[config.mk]
export PLATFORM = sky130hd
export DESIGN_NAME = pixel_packer
export DESIGN_NICKNAME = d
export VERILOG_FILES = /design/src/rtl/pixel_packer.sv
export SDC_FILE = /design/constraint.sdc
export NUM_CORES = 1
export LEC_CHECK = 0
export ABC_CLOCK_PERIOD_IN_PS = 2300
export BUFFER_PORTS_ARGS = -buffer_cell sky130_fd_sc_hd__buf_2
export CORE_MARGIN = 1
export CORE_UTILIZATION = 32
export DETAILED_ROUTE_END_ITERATION = 7
export HOLD_SLACK_MARGIN = 0.03
export SLEW_MARGIN = 20
export SYNTH_ARGS = -nofsm -noshare
export SYNTH_HDL_FRONTEND = slang
export SYNTH_SLANG_ARGS = --single-unit
[constraint.sdc]
create_clock -name aclk -period 2.3 [get_ports aclk]
set_input_delay 0.115 -clock aclk [delete_from_list [all_inputs] [get_ports aclk]]
set_output_delay 0.115 -clock aclk [all_outputs]
set_load 0.005 [all_outputs]
[src/rtl/pixel_packer.sv]
`default_nettype none
// ============================================================================
// Module      : pixel_packer
// Description : Packs 24-bit RGB pixels into 32-bit AXI4-Stream words
//               (4 pixels -> 3 words) with start-of-frame and end-of-line marks.
// Revision    : 1.0 - initial release
// ============================================================================
module pixel_packer #(
    parameter int X_SIZE = 640,
    parameter int Y_SIZE = 480
) (
    input  logic        aclk,
    input  logic        aresetn,
    input  logic [7:0]  in_r,
    input  logic [7:0]  in_g,
    input  logic [7:0]  in_b,
    input  logic        in_valid,
    output logic        in_ready,
    output logic [31:0] m_axis_tdata,
    output logic        m_axis_tvalid,
    input  logic        m_axis_tready,
    output logic        m_axis_tlast,
    output logic        m_axis_tuser,
    output logic        frame_done
);

    localparam int c_X_W = (X_SIZE > 1) ? $clog2(X_SIZE) : 1;
    localparam int c_Y_W = (Y_SIZE > 1) ? $clog2(Y_SIZE) : 1;
    localparam logic [c_X_W-1:0] c_X_MAX = c_X_W'(X_SIZE - 1);
    localparam logic [c_Y_W-1:0] c_Y_MAX = c_Y_W'(Y_SIZE - 1);

    logic [1:0]       r_phase;
    logic [c_X_W-1:0] r_x;
    logic [c_Y_W-1:0] r_y;
    logic [23:0]      r_stage;
    logic [31:0]      r_tdata;
    logic             r_tvalid;
    logic             r_tlast;
    logic             r_tuser;
    logic             r_frame_end;
    logic             r_frame_done;

    logic             w_pix_hs;
    logic             w_out_hs;
    logic             w_load;
    logic             w_x_max;
    logic             w_y_max;
    logic             w_tlast;
    logic             w_tuser;
    logic [31:0]      w_word;
    logic [23:0]      w_stage_nxt;

    assign in_ready = (r_phase == 2'd0) || !r_tvalid || m_axis_tready;
    assign w_pix_hs = in_valid && in_ready;
    assign w_out_hs = r_tvalid && m_axis_tready;
    assign w_load   = w_pix_hs && (r_phase != 2'd0);
    assign w_x_max  = (r_x == c_X_MAX);
    assign w_y_max  = (r_y == c_Y_MAX);
    assign w_tlast  = (r_phase == 2'd3) && w_x_max;
    assign w_tuser  = (r_phase == 2'd1) && (r_x == c_X_W'(1)) && (r_y == '0);

    // Staging keeps the leftover bytes, lowest stream byte in the low lane.
    always_comb begin
        w_word      = '0;
        w_stage_nxt = r_stage;
        case (r_phase)
            2'd0: begin
                w_stage_nxt = {in_b, in_g, in_r};
            end
            2'd1: begin
                w_word      = {in_r, r_stage};
                w_stage_nxt = {8'h00, in_b, in_g};
            end
            2'd2: begin
                w_word      = {in_g, in_r, r_stage[15:0]};
                w_stage_nxt = {16'h0000, in_b};
            end
            default: begin
                w_word      = {in_b, in_g, in_r, r_stage[7:0]};
                w_stage_nxt = '0;
            end
        endcase
    end

    always_ff @(posedge aclk or negedge aresetn) begin
        if (!aresetn) begin
            r_phase <= 2'd0;
            r_x     <= '0;
            r_y     <= '0;
            r_stage <= '0;
        end else if (w_pix_hs) begin
            r_phase <= r_phase + 2'd1;
            r_stage <= w_stage_nxt;
            if (w_x_max) begin
                r_x <= '0;
                r_y <= w_y_max ? '0 : r_y + c_Y_W'(1);
            end else begin
                r_x <= r_x + c_X_W'(1);
            end
        end
    end

    // A new word may replace the one being accepted in the same cycle.
    always_ff @(posedge aclk or negedge aresetn) begin
        if (!aresetn) begin
            r_tdata      <= '0;
            r_tvalid     <= 1'b0;
            r_tlast      <= 1'b0;
            r_tuser      <= 1'b0;
            r_frame_end  <= 1'b0;
            r_frame_done <= 1'b0;
        end else begin
            r_frame_done <= w_out_hs && r_tlast && r_frame_end;
            if (w_load) begin
                r_tdata     <= w_word;
                r_tvalid    <= 1'b1;
                r_tlast     <= w_tlast;
                r_tuser     <= w_tuser;
                r_frame_end <= w_tlast && w_y_max;
            end else if (m_axis_tready) begin
                r_tvalid <= 1'b0;
            end
        end
    end

    assign m_axis_tdata  = r_tdata;
    assign m_axis_tvalid = r_tvalid;
    assign m_axis_tlast  = r_tlast;
    assign m_axis_tuser  = r_tuser;
    assign frame_done    = r_frame_done;

endmodule
`default_nettype wire
Word-level counts from Yosys, hierarchy flattened
Cells that the tools add are included.
W data, S select, Z words.
Cells by class
  reductions and logical operators: 17
  $add $sub $neg: 3
  mux-type cells: 6
  eq/ne operators: 6
Operators by type and width (number)
  $pmux W32 S3: 1
  $pmux W24 S3: 1
  $add A10 B1 Y10 const B: 1
  $eq A10 B1 Y1 const B: 1
  $eq A10 B10 Y1 const B: 1
  $mux W10: 1
  $add A9 B1 Y9 const B: 1
  $eq A9 B9 Y1 const B: 1
  $logic_and A1 B1 Y1: 9
  $logic_not A9 Y1: 1
  $mux W9: 1
  $eq A2 B2 Y1 const B: 2
  $reduce_bool A2 Y1: 2
  $add A2 B1 Y2 const B: 1
  $eq A2 B1 Y1 const B: 1
  $logic_not A2 Y1: 1
  $logic_or A1 B1 Y1: 2
  $mux W1: 2
  $reduce_and A2 Y1: 1
  $logic_not A1 Y1: 1
Word-level totals
  input bits: 28
  register bits: 82
  output and inout port bits: 37
  word-level logic and storage cells: 42

Longest topological paths before layout
  word-level depth: 6
  depth in mapped cells: 10
  depth with buffers taken out: 7

Worst setup path after synthesis
Ideal clock, no wire load.
  path kind: register -> register
  start point: register r_phase[0]
  end point: register r_stage[11]
  cell stages (with the launch flop): 10
  arrival time: 1.889 ns
  required time: 2.174 ns
  period minus slack after synthesis: 2.014 ns
  path slack: 0.286 ns
  cells stage by stage: dfrtp_1 inv_1 ha_1 buf_6 nor3b_4 inv_4 and2_4 buf_6 and3_1 a221o_1
Between the ends
  word-level cells in the longest chain between the ends: 4
RTL lines
  from (decl): line 32  | logic [1:0] r_phase;
  from (signal assigned): line 92  | r_phase <= r_phase + 2'd1;
  $logic_not A2 Y1: line 53  | assign in_ready = (r_phase == 2'd0) || !r_tvalid || m_axis_tready;
  $logic_or A1 B1 Y1 (2 in series): line 53
  via in_ready: line 18  | output logic in_ready,
  $logic_and A1 B1 Y1: line 54  | assign w_pix_hs = in_valid && in_ready;
  to (signal assigned): line 93  | r_stage <= w_stage_nxt;
  to (decl): line 35  | logic [23:0] r_stage;
The timed path passes the listed nets, and every way through them passes these cells.
A chain may end at the register's enable or synchronous reset.

Worst setup path in the final report
  start point: register r_phase[0]
  end point: register r_stage[15]
Between the ends
  word-level cells in the longest chain between the ends: 4
RTL lines
  parallel branches: the longest is 4 deep, another holds $pmux W24 S3
Parallel ways; which one is timed is not known.

==> run summary <==
minimum hold slack: 0.0369 ns
Resize count post-CTS: 0
vias per cell: 5.08
GRT overflow: 0
post-synthesis instance total: 420
Layout Area Growth over Synthesis: 22.4%
endpoints failing setup: 0
DRC violation count after routing: 0
actual slew at the worst max-slew pin: 0.631 ns
via count of the first global-routing pass: 3220
fin worst setup slack: 0.304 ns
Max-Cap Viols: 0
antenna cell count: 0
number of hold violations in the final report: 0
share of the cycle needed by the critical path after routing: 86.8%
# placed instances: 638
setup tns final: 0 ns
Synthesized Nets: 457
post-synthesis area per instance: 9.54 um2
Root Buffer Master: sky130_fd_sc_hd__clkbuf_16
number of synthesized flops with an enable pin: 0
total standard cell area after synthesis: 4010 um2
Sink Count: 82
total I/O pin count: 65
Initial Utilization: 33.1%
TritonCTS clock tree: built
Hold WC Path Type: primary input to flop
Synth Register Bits: 82
most frequent cells in the layout: sky130_fd_sc_hd__dfrtp_1 (82), sky130_fd_sc_hd__nand2_1 (69), sky130_fd_sc_hd__buf_2 (63)
htree depth: 3
main flop type after synthesis: sky130_fd_sc_hd__dfrtp_1
number of nets with antenna violations after routing: 0
Slew Limit Headroom: 57.6%
Die Height: 114 um
clock skew after layout: 0.00664 ns
number of buffers added on ports: 64
worst ir drop on vdd: 0.670 mV
unrepaired setup endpoints after global routing: false
post-layout utilization of the core: 40.5%
clock latency of the later-clocked register in the worst-skew pair: 0.34 ns
startpoint of the worst-slack reg-to-reg timing path: r_phase[0]
total die area: 13000 um2
library cells used by synthesis: 46
warning count from the yosys run: 0
Net count, final: 519
pin count of the biggest net entering global routing: 45
maximum fanout count along the critical path: 8
endpoint kind of the worst setup timing path: flop
critical hold path startpoint: m_axis_tready
status: finished, final reports clean
share of synthesized flip-flops with an asynchronous set or reset: 100%
first-pass detailed-route iteration total: 8
post-CTS repair timing setup buffer count: 0
area occupied by registers: 2050 um2
global-route usage over all layers: 16.3%
non-filler instance count after layout: 655
global-route wire length before repair: 16500 um
Power per Cell Area: 1230 nW/um2
CTS clock-pin slew for the worst setup and hold paths: 0.06 ns
FF-to-FF End: r_stage[15]
ratio of cells with drive above 1 in the final layout: 21.6%
worst slack at placement: 0.301 ns
area taken by multi-input logic gates: 1780 um2
core outline area: 12100 um2
critical path required time: 2.52 ns
number of slew-limit violations in the final report: 0
worst hold stages: 2
hold endpoint: m_axis_tvalid
HPWL after detailed placement: 7340 um
final estimated routing congestion in global placement: 0.849
number of buffers added by the clock tree synthesis step: 9
Reg2Reg Setup Slack: 0.30 ns
share of synthesized area occupied by flip-flops and latches: 51.2%
post-layout minimum cycle time: 2.00 ns
violation count after the first detailed-routing iteration: 290
worst endpoint data arrival time: 2.22 ns
most common cell after layout, fill and taps aside: sky130_fd_sc_hd__dfrtp_1
die width: 114 um
Pleak: 0.00232 uW
largest buffer count on any clock path: 2
WL final: 10000 um
CP startpoint kind: flop
filler cell count: 1248
highest clock frequency the design can meet: 501 MHz
Hold Buf Count CTS: 1
antenna violations before repair: 0
Setup CP Type: flop to flop
average detailed-routed wire length per instance: 15.3 um
count of vias placed by the detailed router: 3326
Register-to-Register Path Depth: 7
standard-cell row count: 40
## logic make-up after synthesis
| logic type | Yosys count | share of synthesized area (%) |
|---|---|---|
| and+or+nand+nor | 171 | 20.6 |
| AOI/OAI and AO/OA | 104 | 17.6 |
| DFF | 82 | 51.2 |
| buffers and inverters | 40 | 4.47 |
| xor gates and xnor gates | 9 | 1.97 |
| adders and majority gates | 9 | 2.81 |
| muxes | 5 | 1.34 |
## stage by stage
stage               instance area [um2]  power (uW)
global placement                   4530        4280
finish                             4900        6030
detailed placement                 4530        4350
CTS                                4900        6070
global route                       4900        6450
floorplan                          4010        3580
## synthesized netlist by cell type (2+ instances only)
master	n	area (um2)
sky130_fd_sc_hd__a21oi_1	18	90.1
sky130_fd_sc_hd__a221o_1	8	80.1
sky130_fd_sc_hd__a221oi_1	8	70.1
sky130_fd_sc_hd__a222oi_1	8	80.1
sky130_fd_sc_hd__a22oi_1	16	120
sky130_fd_sc_hd__and2_1	2	12.5
sky130_fd_sc_hd__and3_1	10	62.6
sky130_fd_sc_hd__and4_1	3	26.3
sky130_fd_sc_hd__buf_1	4	15.0
sky130_fd_sc_hd__buf_2	9	45.0
sky130_fd_sc_hd__buf_6	2	22.5
sky130_fd_sc_hd__clkbuf_1	15	56.3
sky130_fd_sc_hd__dfrtp_1	82	2050
sky130_fd_sc_hd__ha_1	9	113
sky130_fd_sc_hd__inv_1	9	33.8
sky130_fd_sc_hd__mux2_1	2	22.5
sky130_fd_sc_hd__mux2i_1	2	20.0
sky130_fd_sc_hd__nand2_1	69	259
sky130_fd_sc_hd__nand2b_1	2	12.5
sky130_fd_sc_hd__nand3_1	16	80.1
sky130_fd_sc_hd__nand4_1	6	37.5
sky130_fd_sc_hd__nor2_1	41	154
sky130_fd_sc_hd__nor3_1	6	30.0
sky130_fd_sc_hd__nor4b_1	2	17.5
sky130_fd_sc_hd__o21ai_0	33	165
sky130_fd_sc_hd__o31ai_1	8	60.1
sky130_fd_sc_hd__or3_1	4	25.0
sky130_fd_sc_hd__xnor2_1	8	70.1
## per-layer routing
layer,up-vias,track usage [%],routed length (um)
met3,21,3.29,586
li1,1633,-,-
met1,1573,23.1,4810
met2,99,23.9,4340
met4,0,7.79,274
met5,-,0,0
## power breakdown
part           switching [uW]  total [uW]  internal, uW
Sequential                292        2170          1880
Clock                     588        1720          1130
Combinational            1280        2150           867
## final cells by class
cell class / count / share of cell area (%)
inverter: 10 / 0.816
clock buffer: 11 / 5.15
sequential: 82 / 41.8
clock inverter: 5 / 2.22
timing repair buffer: 81 / 9.49
multi-input combinational: 298 / 36.2
tap: 168 / 4.29
## registers in the layout, indices dropped and copies added (netlist names), 2 cells and up
register and cells:
r_x 10, r_phase 2, r_y 9, m_axis_tdata 32, r_stage 24
## how the worst max path moves through the flow
stage	start	end	slack [ns]	depth (start not counted)
floorplan	r_phase[0]	r_stage[11]	0.29	9
finish	r_phase[0]	r_stage[15]	0.30	7
global placement	r_phase[0]	r_stage[13]	0.38	7
CTS	r_phase[0]	m_axis_tdata[16]	0.30	8
global route	r_phase[0]	m_axis_tdata[27]	0.17	8
detailed placement	r_phase[0]	m_axis_tdata[16]	0.30	8
## worst max-delay path, cell delays in order, from the launching register on
cell and delay (ns):
sky130_fd_sc_hd__dfrtp_1 0.40, sky130_fd_sc_hd__inv_1 0.10, sky130_fd_sc_hd__ha_1 0.25, sky130_fd_sc_hd__nor3b_4 0.38, sky130_fd_sc_hd__inv_4 0.08, sky130_fd_sc_hd__nand2_1 0.19, sky130_fd_sc_hd__nor3b_2 0.14, sky130_fd_sc_hd__a221o_1 0.33
Power figures use the tool's default switching activity.
